--- config.mk ---
export PLATFORM = sky130hd
export DESIGN_NAME = decode_stage
export DESIGN_NICKNAME = d
export VERILOG_FILES = /design/src/rtl/decode_stage.sv
export SDC_FILE = /design/constraint.sdc
export NUM_CORES = 1
export LEC_CHECK = 0
export BUFFER_PORTS_ARGS = -buffer_cell sky130_fd_sc_hd__clkbuf_2
export CAP_MARGIN = 20
export CORE_ASPECT_RATIO = 0.7
export CORE_MARGIN = 5
export CORE_UTILIZATION = 45
export CTS_CLUSTER_DIAMETER = 100
export CTS_CLUSTER_SIZE = 20
export DETAILED_ROUTE_END_ITERATION = 7
export PLACE_DENSITY = 0.76
export REMOVE_ABC_BUFFERS = 1
export SYNTH_ARGS = -nofsm -noshare
export SYNTH_HDL_FRONTEND = slang
export SYNTH_SLANG_ARGS = --single-unit
--- constraint.sdc ---
create_clock -name clk -period 2.1 [get_ports clk]
set_input_delay 0.105 -clock clk [delete_from_list [all_inputs] [get_ports clk]]
set_output_delay 0.105 -clock clk [all_outputs]
set_load 0.1 [all_outputs]
--- src/rtl/decode_stage.sv ---
`default_nettype none
// ============================================================================
// decode_stage : registered RV32I/RV64I decode stage, valid/ready handshake,
//                optional 2-entry skid buffer on the upstream ready path.
// Revision     : 1.0
// ============================================================================
module decode_stage #(
    parameter int XLEN = 32,
    parameter int PC_W = 32,
    parameter int SKID = 1
) (
    input  logic            clk,
    input  logic            rst_n,
    input  logic            i_flush,
    input  logic            i_in_valid,
    output logic            o_in_ready,
    input  logic [31:0]     i_in_inst,
    input  logic [PC_W-1:0] i_in_pc,
    output logic            o_out_valid,
    input  logic            i_out_ready,
    output logic [PC_W-1:0] o_out_pc,
    output logic [6:0]      o_out_opcode,
    output logic [2:0]      o_out_fun3,
    output logic [6:0]      o_out_fun7,
    output logic [4:0]      o_out_rs1,
    output logic [4:0]      o_out_rs2,
    output logic [4:0]      o_out_rd,
    output logic [XLEN-1:0] o_out_imm,
    output logic [2:0]      o_out_type,
    output logic            o_out_illegal
);

    localparam logic [6:0] c_OPC_LOAD    = 7'b0000011;
    localparam logic [6:0] c_OPC_MISC    = 7'b0001111;
    localparam logic [6:0] c_OPC_OPIMM   = 7'b0010011;
    localparam logic [6:0] c_OPC_AUIPC   = 7'b0010111;
    localparam logic [6:0] c_OPC_OPIMM32 = 7'b0011011;
    localparam logic [6:0] c_OPC_STORE   = 7'b0100011;
    localparam logic [6:0] c_OPC_OP      = 7'b0110011;
    localparam logic [6:0] c_OPC_LUI     = 7'b0110111;
    localparam logic [6:0] c_OPC_OP32    = 7'b0111011;
    localparam logic [6:0] c_OPC_BRANCH  = 7'b1100011;
    localparam logic [6:0] c_OPC_JALR    = 7'b1100111;
    localparam logic [6:0] c_OPC_JAL     = 7'b1101111;
    localparam logic [6:0] c_OPC_SYSTEM  = 7'b1110011;

    localparam logic [2:0] c_FMT_R    = 3'd0;
    localparam logic [2:0] c_FMT_I    = 3'd1;
    localparam logic [2:0] c_FMT_S    = 3'd2;
    localparam logic [2:0] c_FMT_B    = 3'd3;
    localparam logic [2:0] c_FMT_U    = 3'd4;
    localparam logic [2:0] c_FMT_J    = 3'd5;
    localparam logic [2:0] c_FMT_NONE = 3'd7;

    typedef struct packed {
        logic [31:0]     inst;
        logic [PC_W-1:0] pc;
        logic [XLEN-1:0] imm;
        logic [2:0]      fmt;
        logic            ill;
    } dec_t;

    dec_t        w_dec;
    dec_t        w_m_src;
    dec_t        r_m;
    logic        w_m_load;
    logic [2:0]  w_fmt;
    logic [31:0] w_imm32;

    // Every recognised opcode ends in 2'b11, so a compressed encoding
    // (inst[1:0] != 2'b11) can never match and falls to the illegal default.
    always_comb begin
        w_fmt   = c_FMT_NONE;
        w_imm32 = '0;
        case (i_in_inst[6:0])
            c_OPC_OP:      w_fmt = c_FMT_R;
            c_OPC_OP32:    if (XLEN == 64) w_fmt = c_FMT_R;
            c_OPC_JALR,
            c_OPC_LOAD,
            c_OPC_OPIMM,
            c_OPC_MISC,
            c_OPC_SYSTEM:  w_fmt = c_FMT_I;
            c_OPC_OPIMM32: if (XLEN == 64) w_fmt = c_FMT_I;
            c_OPC_STORE:   w_fmt = c_FMT_S;
            c_OPC_BRANCH:  w_fmt = c_FMT_B;
            c_OPC_LUI,
            c_OPC_AUIPC:   w_fmt = c_FMT_U;
            c_OPC_JAL:     w_fmt = c_FMT_J;
            default:       w_fmt = c_FMT_NONE;
        endcase

        case (w_fmt)
            c_FMT_I: w_imm32 = {{20{i_in_inst[31]}}, i_in_inst[31:20]};
            c_FMT_S: w_imm32 = {{20{i_in_inst[31]}}, i_in_inst[31:25], i_in_inst[11:7]};
            c_FMT_B: w_imm32 = {{19{i_in_inst[31]}}, i_in_inst[31], i_in_inst[7],
                                i_in_inst[30:25], i_in_inst[11:8], 1'b0};
            c_FMT_U: w_imm32 = {i_in_inst[31:12], 12'b0};
            c_FMT_J: w_imm32 = {{11{i_in_inst[31]}}, i_in_inst[31], i_in_inst[19:12],
                                i_in_inst[20], i_in_inst[30:21], 1'b0};
            default: w_imm32 = '0;
        endcase

        w_dec.inst      = i_in_inst;
        w_dec.pc        = i_in_pc;
        w_dec.imm       = {XLEN{w_imm32[31]}};
        w_dec.imm[31:0] = w_imm32;
        w_dec.fmt       = w_fmt;
        w_dec.ill       = (w_fmt == c_FMT_NONE);
    end

    always_ff @(posedge clk or negedge rst_n) begin
        if (!rst_n) begin
            r_m <= '0;
        end else if (w_m_load) begin
            r_m <= w_m_src;
        end
    end

    generate
        if (SKID != 0) begin : g_skid
            localparam logic [1:0] c_ST_EMPTY = 2'd0;
            localparam logic [1:0] c_ST_FULL  = 2'd1;
            localparam logic [1:0] c_ST_SKID  = 2'd2;

            logic [1:0] r_state;
            logic [1:0] w_state_nxt;
            logic       r_in_ready;
            dec_t       r_s;
            logic       w_in_xfer;
            logic       w_out_xfer;
            logic       w_s_load;
            logic       w_m_from_s;

            assign w_in_xfer  = i_in_valid & r_in_ready;
            assign w_out_xfer = (r_state != c_ST_EMPTY) & i_out_ready;

            always_comb begin
                w_state_nxt = r_state;
                w_m_load    = 1'b0;
                w_m_from_s  = 1'b0;
                w_s_load    = 1'b0;
                case (r_state)
                    c_ST_EMPTY: begin
                        if (w_in_xfer) begin
                            w_state_nxt = c_ST_FULL;
                            w_m_load    = 1'b1;
                        end
                    end
                    c_ST_FULL: begin
                        if (w_in_xfer && w_out_xfer) begin
                            w_m_load    = 1'b1;
                        end else if (w_in_xfer) begin
                            w_state_nxt = c_ST_SKID;
                            w_s_load    = 1'b1;
                        end else if (w_out_xfer) begin
                            w_state_nxt = c_ST_EMPTY;
                        end
                    end
                    c_ST_SKID: begin
                        if (w_out_xfer) begin
                            w_state_nxt = c_ST_FULL;
                            w_m_load    = 1'b1;
                            w_m_from_s  = 1'b1;
                        end
                    end
                    default: w_state_nxt = c_ST_EMPTY;
                endcase
                // Branch redirect wins over everything, including a same-cycle accept.
                if (i_flush) begin
                    w_state_nxt = c_ST_EMPTY;
                    w_m_load    = 1'b0;
                    w_s_load    = 1'b0;
                end
            end

            always_ff @(posedge clk or negedge rst_n) begin
                if (!rst_n) begin
                    r_state    <= c_ST_EMPTY;
                    r_in_ready <= 1'b1;
                    r_s        <= '0;
                end else begin
                    r_state    <= w_state_nxt;
                    r_in_ready <= (w_state_nxt != c_ST_SKID);
                    if (w_s_load) begin
                        r_s <= w_dec;
                    end
                end
            end

            assign w_m_src     = w_m_from_s ? r_s : w_dec;
            assign o_in_ready  = r_in_ready;
            assign o_out_valid = (r_state != c_ST_EMPTY);
        end else begin : g_noskid
            logic r_valid;
            logic w_in_ready;
            logic w_in_xfer;
            logic w_out_xfer;

            assign w_in_ready = ~r_valid | i_out_ready;
            assign w_in_xfer  = i_in_valid & w_in_ready;
            assign w_out_xfer = r_valid & i_out_ready;
            assign w_m_load   = w_in_xfer & ~i_flush;
            assign w_m_src    = w_dec;

            always_ff @(posedge clk or negedge rst_n) begin
                if (!rst_n) begin
                    r_valid <= 1'b0;
                end else if (i_flush) begin
                    r_valid <= 1'b0;
                end else if (w_in_xfer) begin
                    r_valid <= 1'b1;
                end else if (w_out_xfer) begin
                    r_valid <= 1'b0;
                end
            end

            assign o_in_ready  = w_in_ready;
            assign o_out_valid = r_valid;
        end
    endgenerate

    assign o_out_pc      = r_m.pc;
    assign o_out_opcode  = r_m.inst[6:0];
    assign o_out_fun3    = r_m.inst[14:12];
    assign o_out_fun7    = r_m.inst[31:25];
    assign o_out_rs1     = r_m.inst[19:15];
    assign o_out_rs2     = r_m.inst[24:20];
    assign o_out_rd      = r_m.inst[11:7];
    assign o_out_imm     = r_m.imm;
    assign o_out_type    = r_m.fmt;
    assign o_out_illegal = r_m.ill;

endmodule
`default_nettype wire

==> Word-level counts from Yosys, hierarchy flattened <==
Cells that the tools add are included.
{ "word_totals": {"reg_bits": 203, "in_bits": 69, "wordCells": 58} }
{ "classes": {"n_eq_ne": 20, "n_mux": 19, "bitwise": 2, "n_reduce_logical": 5} }
{ "ops": {"columns": ["operator", "n"], "rows": [
  ["32-bit case mux with 5 select lines", 1],
  ["100-bit two-way mux", 1],
  ["7-bit == test, second input constant", 4],
  ["7-bit by 6-bit == test with 1-bit output, second input constant", 3],
  ["3-bit case mux with 6 select lines", 1],
  ["7-bit by 5-bit == test with 1-bit output, second input constant", 2],
  ["2-bit two-way mux", 6],
  ["3-bit == test, second input constant", 3],
  ["1-bit two-way mux", 8],
  ["7-bit by 2-bit == test with 1-bit output, second input constant", 1],
  ["7-bit by 4-bit == test with 1-bit output, second input constant", 1],
  ["3-bit by 2-bit == test with 1-bit output, second input constant", 2],
  ["2-bit case mux with 3 select lines", 1],
  ["5-bit OR reduction", 1],
  ["3-bit by 1-bit == test with 1-bit output, second input constant", 1],
  ["1-bit case mux with 3 select lines", 1],
  ["1-bit AND", 2],
  ["2-bit by 1-bit == test with 1-bit output, second input constant", 1],
  ["2-bit == test, second input constant", 1],
  ["2-bit zero test", 1],
  ["2-bit != test, second input constant", 1],
  ["2-bit nonzero test", 1],
  ["2-bit OR reduction", 1],
  ["1-bit logical AND", 1]
]} }

==> Logic depth before layout (Yosys ltp) <==
Gate-level depths: netlist (run 1).
{ "depth": {"ltp_word": 8, "depth_mapped": 9, "depth_no_buf": 5} }

==> Least setup slack after synthesis (run 1) <==
No wires, ideal clock.
{ "synth_timing": {"path_kind": "reg2reg", "from": "register g_skid.r_in_ready (netlist: o_in_ready)", "to": "register r_m (netlist bit o_out_fun3[2])", "setup_time_ns": 0.082, "t_arrival_ns": 2.063, "t_required_ns": 2.018, "slack_ns": -0.045, "path_stages_with_launch": 9, "path_buffers": 3, "synth_period_minus_slack_ns": 2.145, "path_cell_list": "dfstp_2 -> nand2_1 -> o31ai_2 -> nor2b_1 -> buf_2 -> buf_4 -> buf_6 -> nor2_1 -> a31oi_1"} }
{ "synth_between": {"elab_chain_cells": 5} }
{ "synth_lines": {"columns": ["element", "line_no", "text"], "rows": [
  ["from (decl)", "127", "logic r_in_ready;"],
  ["from (signal assigned)", "183", "r_in_ready <= (w_state_nxt != c_ST_SKID);"],
  ["1-bit AND *", "134", "assign w_in_xfer = i_in_valid & r_in_ready;"],
  ["1-bit logical AND", "150", "if (w_in_xfer && w_out_xfer) begin"],
  ["1-bit two-way mux", "150", null],
  ["1-bit case mux with 3 select lines *", "142", "case (r_state)"],
  ["1-bit two-way mux *", "169", "if (i_flush) begin"],
  ["to (signal assigned)", "115", "r_m <= w_m_src;"],
  ["to (decl)", "65", "dec_t r_m;"]
]} }
Every way passes the cells marked *; elsewhere a longest branch is shown, timed or not.
A chain may end at the register's enable or synchronous reset.

==> Final worst setup path (run 1) <==
{ "layout_timing": {"from": "register g_skid.r_in_ready (netlist: o_in_ready)", "to": "register r_m (netlist bit o_out_imm[8])"} }
The elaborated chain is that of the path after synthesis.

==> impl_metrics.yaml, run 1 <==
outcome:
  status: "finished clean"
worst_setup_path:
  required_ns: 2.49
  worst_setup_path_end_kind: "register"
  r2r_cells: 5
  worstReg2RegEnd: "o_out_imm[8]"
  rr_startpoint: "o_in_ready"
  criticalPathCategory: "register to register"
  critPathArrivalTime_ns: 2.31
  r2r_slack_ns: 0.18
  cp_max_fo: 6
  start_kind: "register"
sta:
  clock-skew-final_ns: 0.01681
  post-route-min-period_ns: 1.918
  slew_viol_final: 0
  max-slew-margin-rel_pct: 53.50
  tightestPinTransition_ns: 0.6902
  hold_viol_final: 0
  grt_setup_unrepaired: "no"
  max_freq_mhz: 521.5
  finalCritPeriodShare_pct: 91.31
  finalSetupViolations: 0
synthesis:
  synth.ff_latch_count: 203
  syn_avg_cell_area_um2: 8.825
  yosys_warnings: 0
  synth_top_area_share_pct: 56.65
  syn-cell-area_um2: 8922
  synth_cell_types: 51
  synth_enable_flop_cells: 0
  synthArstFlopShare_pct: 100.0
  seq_area_frac_synth_pct: 56.95
  yosysTopAreaCell: "dfrtp_1"
  synth.area.top_cells: "dfrtp_1 (57%), nand2_1 (14%), a21oi_1 (4.4%)"
  syn_inst: 1011
  synth.most_common_cell: "nand2_1"
  synth_flop_cell: "dfrtp_1"
  ys_top_cells_by_count: "nand2_1 (333), dfrtp_1 (202), nor2_1 (104), a21oi_1 (79), a31oi_1 (56)"
route:
  routed.top_layer: "met4"
  met3_length_mm: 1.883
  wl_mm: 24.15
  route.detailed.drc: 0
  wl_met1_mm: 11.05
  post_drt_via_cell_ratio: 5.265
  firstDrtPassIters: 5
  wire_per_inst_um: 16.26
  routed-via-count: 7818
  detail-route-antenna-nets: 0
  dr_wl_met2_mm: 10.87
  drt-initial-drc-count: 711
grt:
  track_usage_pct: 21.15
  antenna_found_initial: 0
  grt_pass1_wl_mm: 39.64
  grt_overflow: 0
  grt_max_degree: 82
  grt_pass1_vias: 7639
finish:
  fin_nets: 1280
  drive_gt1_share_pct: 19.59
  diodes: 0
  final_cell_area_um2: 11110
  area_growth_pct: 24.48
floorplan:
  die_area_um2: 22790
  die_height_um: 127.8
  start_util_pct: 45.43
  rows: 43
  die_w_um: 178.3
  core_um2: 19640
  io_pins: 171
place:
  io_buffers: 170
  place.gp.congestion: 0.8391
  dpl.hpwl_mm: 15.69
  dpl_cell_area_um2: 10090
pwr:
  p_leak_nw: 5.334
  seqPwrFrac_pct: 42.2
  clkPwrFrac_pct: 21.4
  p_sw_mw: 5.498
  power_mw: 12.46
  power_frac_comb_pct: 36.4
  p_int_mw: 6.964
  switching_share_pct: 44.12
  peakVddDrop_mv: 0.7340
  powerDensity_nw_per_um2: 1122
hold_path:
  holdPathEnd: "g_skid.r_s[72]"
  worstHoldPathCells: 3
  worstHoldStart: "i_in_inst[4]"
  hp-class: "input port to register"
clocking:
  cts_made_buffers: 14
  cts_setup_buffers: 0
  cts-hold-fix-buffers: 61
  h-tree-depth: 1
  clkLatencyLatePin_ns: 0.46
  cts_sinks: 203
  clockBufferDepth: 3
  ctsResizeCount: 0
  cts-root-buf: "clkbuf_16"
  clkSlewWorstSetupHoldPaths_ns: 0.08
  tritoncts: "built"
job:
  max-cap-violations: 0
==> stage by stage <==
stage / setup WS (ns) / hold WS (ns) / util, % / TNS (ns) / std cells
6_report: 0.1824 / 0.03216 / 56.56 / 0 / 1485
5_1_grt: 0.03168 / 0.06241 / 56.56 / 0 / 1485
4_1_cts: 0.1780 / 0.001765 / 56.56 / 0 / 1485
3_5_place_dp: 0.1972 / 0.1370 / 51.36 / 0 / 1404
3_3_place_gp: 0.2708 / 0.1377 / 51.36 / 0 / 1404
2_1_floorplan: -4.413 / -0.1906 / - / -480.98 / 938
==> flip-flops by register name, indices dropped and copies added, names as in the netlist, 5 cells and up <==
register      flops
o_out_fun7        7
o_out_imm        32
g_skid.r_s      100
o_out_rd          5
o_out_rs2         5
o_out_rs1         5
o_out_opcode      7
o_out_pc         32
==> area by class of cell <==
class                           count  area [um2]
Multi-Input combinational cell    726        3466
Timing Repair Buffer              257        1778
Sequential cell                   203        5081
Clock inverter                      1       20.02
Clock buffer                       19       390.4
Inverter                            9       33.78
Fill cell                        1724        8531
Tap cell                          270       337.8
==> power by group through the flow <==
stage	Combinational (mW)	Clock (mW)	Sequential (mW)
3_3_place_gp	4.39	0	5.30
5_1_grt	4.81	2.86	5.38
4_1_cts	4.56	2.72	5.26
3_5_place_dp	4.46	0	5.33
2_1_floorplan	0.936	0	7.86
6_report	4.54	2.66	5.26
==> cell usage in the layout, fill, tap and decap left out, types with 6 or more instances in the layout <==
| cell | count |
|---|---|
| o21ai_0 | 52 |
| nand3_1 | 7 |
| clkbuf_16 | 15 |
| clkbuf_2 | 169 |
| a22o_1 | 6 |
| nor3b_1 | 6 |
| nand2_1 | 332 |
| a31oi_1 | 56 |
| nor2_1 | 104 |
| dfrtp_1 | 202 |
| dlygate4sd3_1 | 61 |
| a21oi_1 | 79 |
| buf_4 | 17 |
| or3_1 | 27 |
| buf_12 | 9 |
| o21ai_2 | 6 |
| inv_1 | 9 |
==> worst max-delay path, stage by stage, from the launching register on <==
cell	delay, ns
dfstp_2	0.54
nand2_1	0.12
nor3_2	0.29
nand2b_1	0.22
or4_4	0.54
o21ai_2	0.14
==> kinds of logic (layout without fill, tap and decap cells) <==
kind of cell,after synthesis,in the layout,share of synthesized area [%]
buf+inv,82,286,4.544
simple gates,507,507,24.05
mux,4,4,0.4628
compound gates,214,214,13.90
xor+xnor,1,1,0.09818
flops,203,203,56.95
==> worst max path at each step <==
stage	start	endpoint	slack (ns)	cells past startpoint
finish	o_in_ready	o_out_imm[8]	0.18	5
global route	o_in_ready	o_out_imm[18]	0.03	6
CTS	o_in_ready	o_out_imm[8]	0.18	5
detailed placement	o_in_ready	o_out_imm[8]	0.20	5
global placement	o_in_ready	o_out_imm[9]	0.27	5
floorplan	g_skid.r_state[0]	o_out_imm[0]	-4.41	5
==> metal layers <==
| metal | track usage [%] | vias to the layer above |
|---|---|---|
| met5 | 0 | - |
| met4 | 3.654 | 0 |
| met3 | 4.658 | 28 |
| met2 | 33.55 | 259 |
| met1 | 30.58 | 3779 |
| li1 | - | 3752 |
Power figures use the tool's default switching activity.
==> inputs of run 2 (changes only) <==
--- a/config.mk
+++ b/config.mk
@@ -5,7 +5,6 @@
 export SDC_FILE = /design/constraint.sdc
 export NUM_CORES = 1
 export LEC_CHECK = 0
-export BUFFER_PORTS_ARGS = -buffer_cell sky130_fd_sc_hd__clkbuf_2
 export CAP_MARGIN = 20
 export CORE_ASPECT_RATIO = 0.7
 export CORE_MARGIN = 5
@@ -13,7 +12,8 @@
 export CTS_CLUSTER_DIAMETER = 100
 export CTS_CLUSTER_SIZE = 20
 export DETAILED_ROUTE_END_ITERATION = 7
-export PLACE_DENSITY = 0.76
+export DONT_BUFFER_PORTS = 1
+export PLACE_DENSITY = 0.69
 export REMOVE_ABC_BUFFERS = 1
 export SYNTH_ARGS = -nofsm -noshare
 export SYNTH_HDL_FRONTEND = slang
==> impl_metrics.yaml, run 2 (same netlist as run 1, synthesis figures left out) <==
outcome:
  status: "finished, violations left"
  failed_checks: "hold timing"
sta:
  hold_viol_final: 203
  tightestPinTransition_ns: 0.5139
  grt_setup_unrepaired: "no"
  finalSetupViolations: 0
  max_freq_mhz: 518.1
  fin_ws_ns: 0.1700
  clock-skew-final_ns: 0.01985
  whs_ns: -0.6750
  finalCritPeriodShare_pct: 91.90
  post-route-min-period_ns: 1.930
  slew_viol_final: 0
  max-slew-margin-rel_pct: 65.94
floorplan:
  rows: 43
  core_um2: 19640
  die_height_um: 127.8
  start_util_pct: 45.43
  io_pins: 171
  die_area_um2: 22790
  die_w_um: 178.3
grt:
  grt_overflow: 0
  grt_pass1_vias: 7233
  track_usage_pct: 20.95
  antenna_found_initial: 1
  grt_pass1_wl_mm: 38.99
  grt_max_degree: 204
pwr:
  p_leak_nw: 5.113
  powerDensity_nw_per_um2: 1137
  power_mw: 12.54
  peakVddDrop_mv: 0.6683
clocking:
  ctsResizeCount: 0
  cts_made_buffers: 14
  clkLatencyLatePin_ns: 0.47
  cts_setup_buffers: 0
  h-tree-depth: 1
  clockBufferDepth: 3
  cts-root-buf: "clkbuf_16"
  cts-hold-fix-buffers: 68
  tritoncts: "built"
  cts_sinks: 203
  clkSlewWorstSetupHoldPaths_ns: 0.09
job:
  max-cap-violations: 0
route:
  wire_per_inst_um: 16.77
  met3_length_mm: 2.222
  route.detailed.drc: 0
  routed-via-count: 7480
  detail-route-antenna-nets: 0
  firstDrtPassIters: 5
  post_drt_via_cell_ratio: 5.264
  wl_mm: 23.83
  dr_wl_met2_mm: 10.57
  drt-initial-drc-count: 506
  wl_met1_mm: 10.70
  routed.top_layer: "met4"
finish:
  nFillCells: 1715
  fin_util_pct: 56.15
  largest_reg_flops: 100
  area_growth_pct: 23.57
  fin_cells: 1421
  drive_gt1_share_pct: 14.52
  multi_input_area_um2: 3463
  top_register: "g_skid.r_s"
  seqCellArea_um2: 5081
  fin_nets: 1215
  mostFrequentLayoutCells: "nand2_1 (332), dfrtp_1 (202), buf_4 (118)"
  layout.cells.most_common: "nand2_1"
worst_setup_path:
  path_cells: "nand2_1 -> o31ai_2 -> nor2b_4 -> buf_12 -> o21ai_0 -> a21oi_1"
  r2r_cells: 6
  slowest_delay_ns: 0.55
  rr_startpoint: "o_in_ready"
  critPathArrivalTime_ns: 2.33
  criticalPathCategory: "register to register"
  required_ns: 2.50
  worstReg2RegEnd: "o_out_imm[17]"
  path_buf_inv: 1
  start_kind: "register"
  cp_top_family: "compound AO/OA/AOI/OAI gates"
  worst_setup_path_end_kind: "register"
  cp_max_fo: 80
  r2r_slack_ns: 0.17
  crit_path_top_delay_cell: "dfstp_2"
place:
  pre_cts_ws_ns: 0.2206
  dpl.hpwl_mm: 15.15
  io_buffers: 0
  place.gp.congestion: 0.7964
  placed_cells: 1332
hold_path:
  hp-class: "input port to asynchronous set/reset pin"
## run 2: worst max-delay path by stage
stage / startpoint / to / slack (ns) / depth (start not counted)
floorplan: g_skid.r_state[0] / o_out_imm[0] / -4.41 / 5
detailed placement: o_in_ready / o_out_imm[0] / 0.22 / 6
finish: o_in_ready / o_out_imm[17] / 0.17 / 6
global placement: o_in_ready / g_skid.r_s[9] / 0.28 / 5
CTS: o_in_ready / o_out_imm[22] / 0.18 / 6
global route: o_in_ready / o_out_imm[12] / 0.01 / 6
## run 2: area by class of cell
class,instances,area share [%]
Multi-Input combinational cell,726,31.41
Clock buffer,19,3.541
Timing Repair Buffer,192,15.39
Inverter,9,0.3064
Antenna cell,1,0.02270
Clock inverter,1,0.1816
Tap cell,270,3.064
Sequential cell,203,46.08
## run 2: through the flow
| step | TNS (ns) | instance area [um2] |
|---|---|---|
| final | 0 | 11030 |
| after global routing | 0 | 11030 |
| after CTS | 0 | 11020 |
| after detailed placement | 0 | 9922 |
| after global placement | 0 | 9922 |
| after floorplan | -480.98 | 8551 |
## run 2: where the power goes
part / internal, mW / switching [mW]
combinational: 1.04 / 3.65
sequential: 4.78 / 0.395
clock: 1.33 / 1.34
total: 7.15 / 5.39
## run 2: metal layers
metal | vias to the layer above | GRT usage [%]
met2 | 266 | 32.75
met4 | 0 | 3.563
met1 | 3574 | 30.06
met3 | 23 | 5.631
li1 | 3617 | -
met5 | - | 0
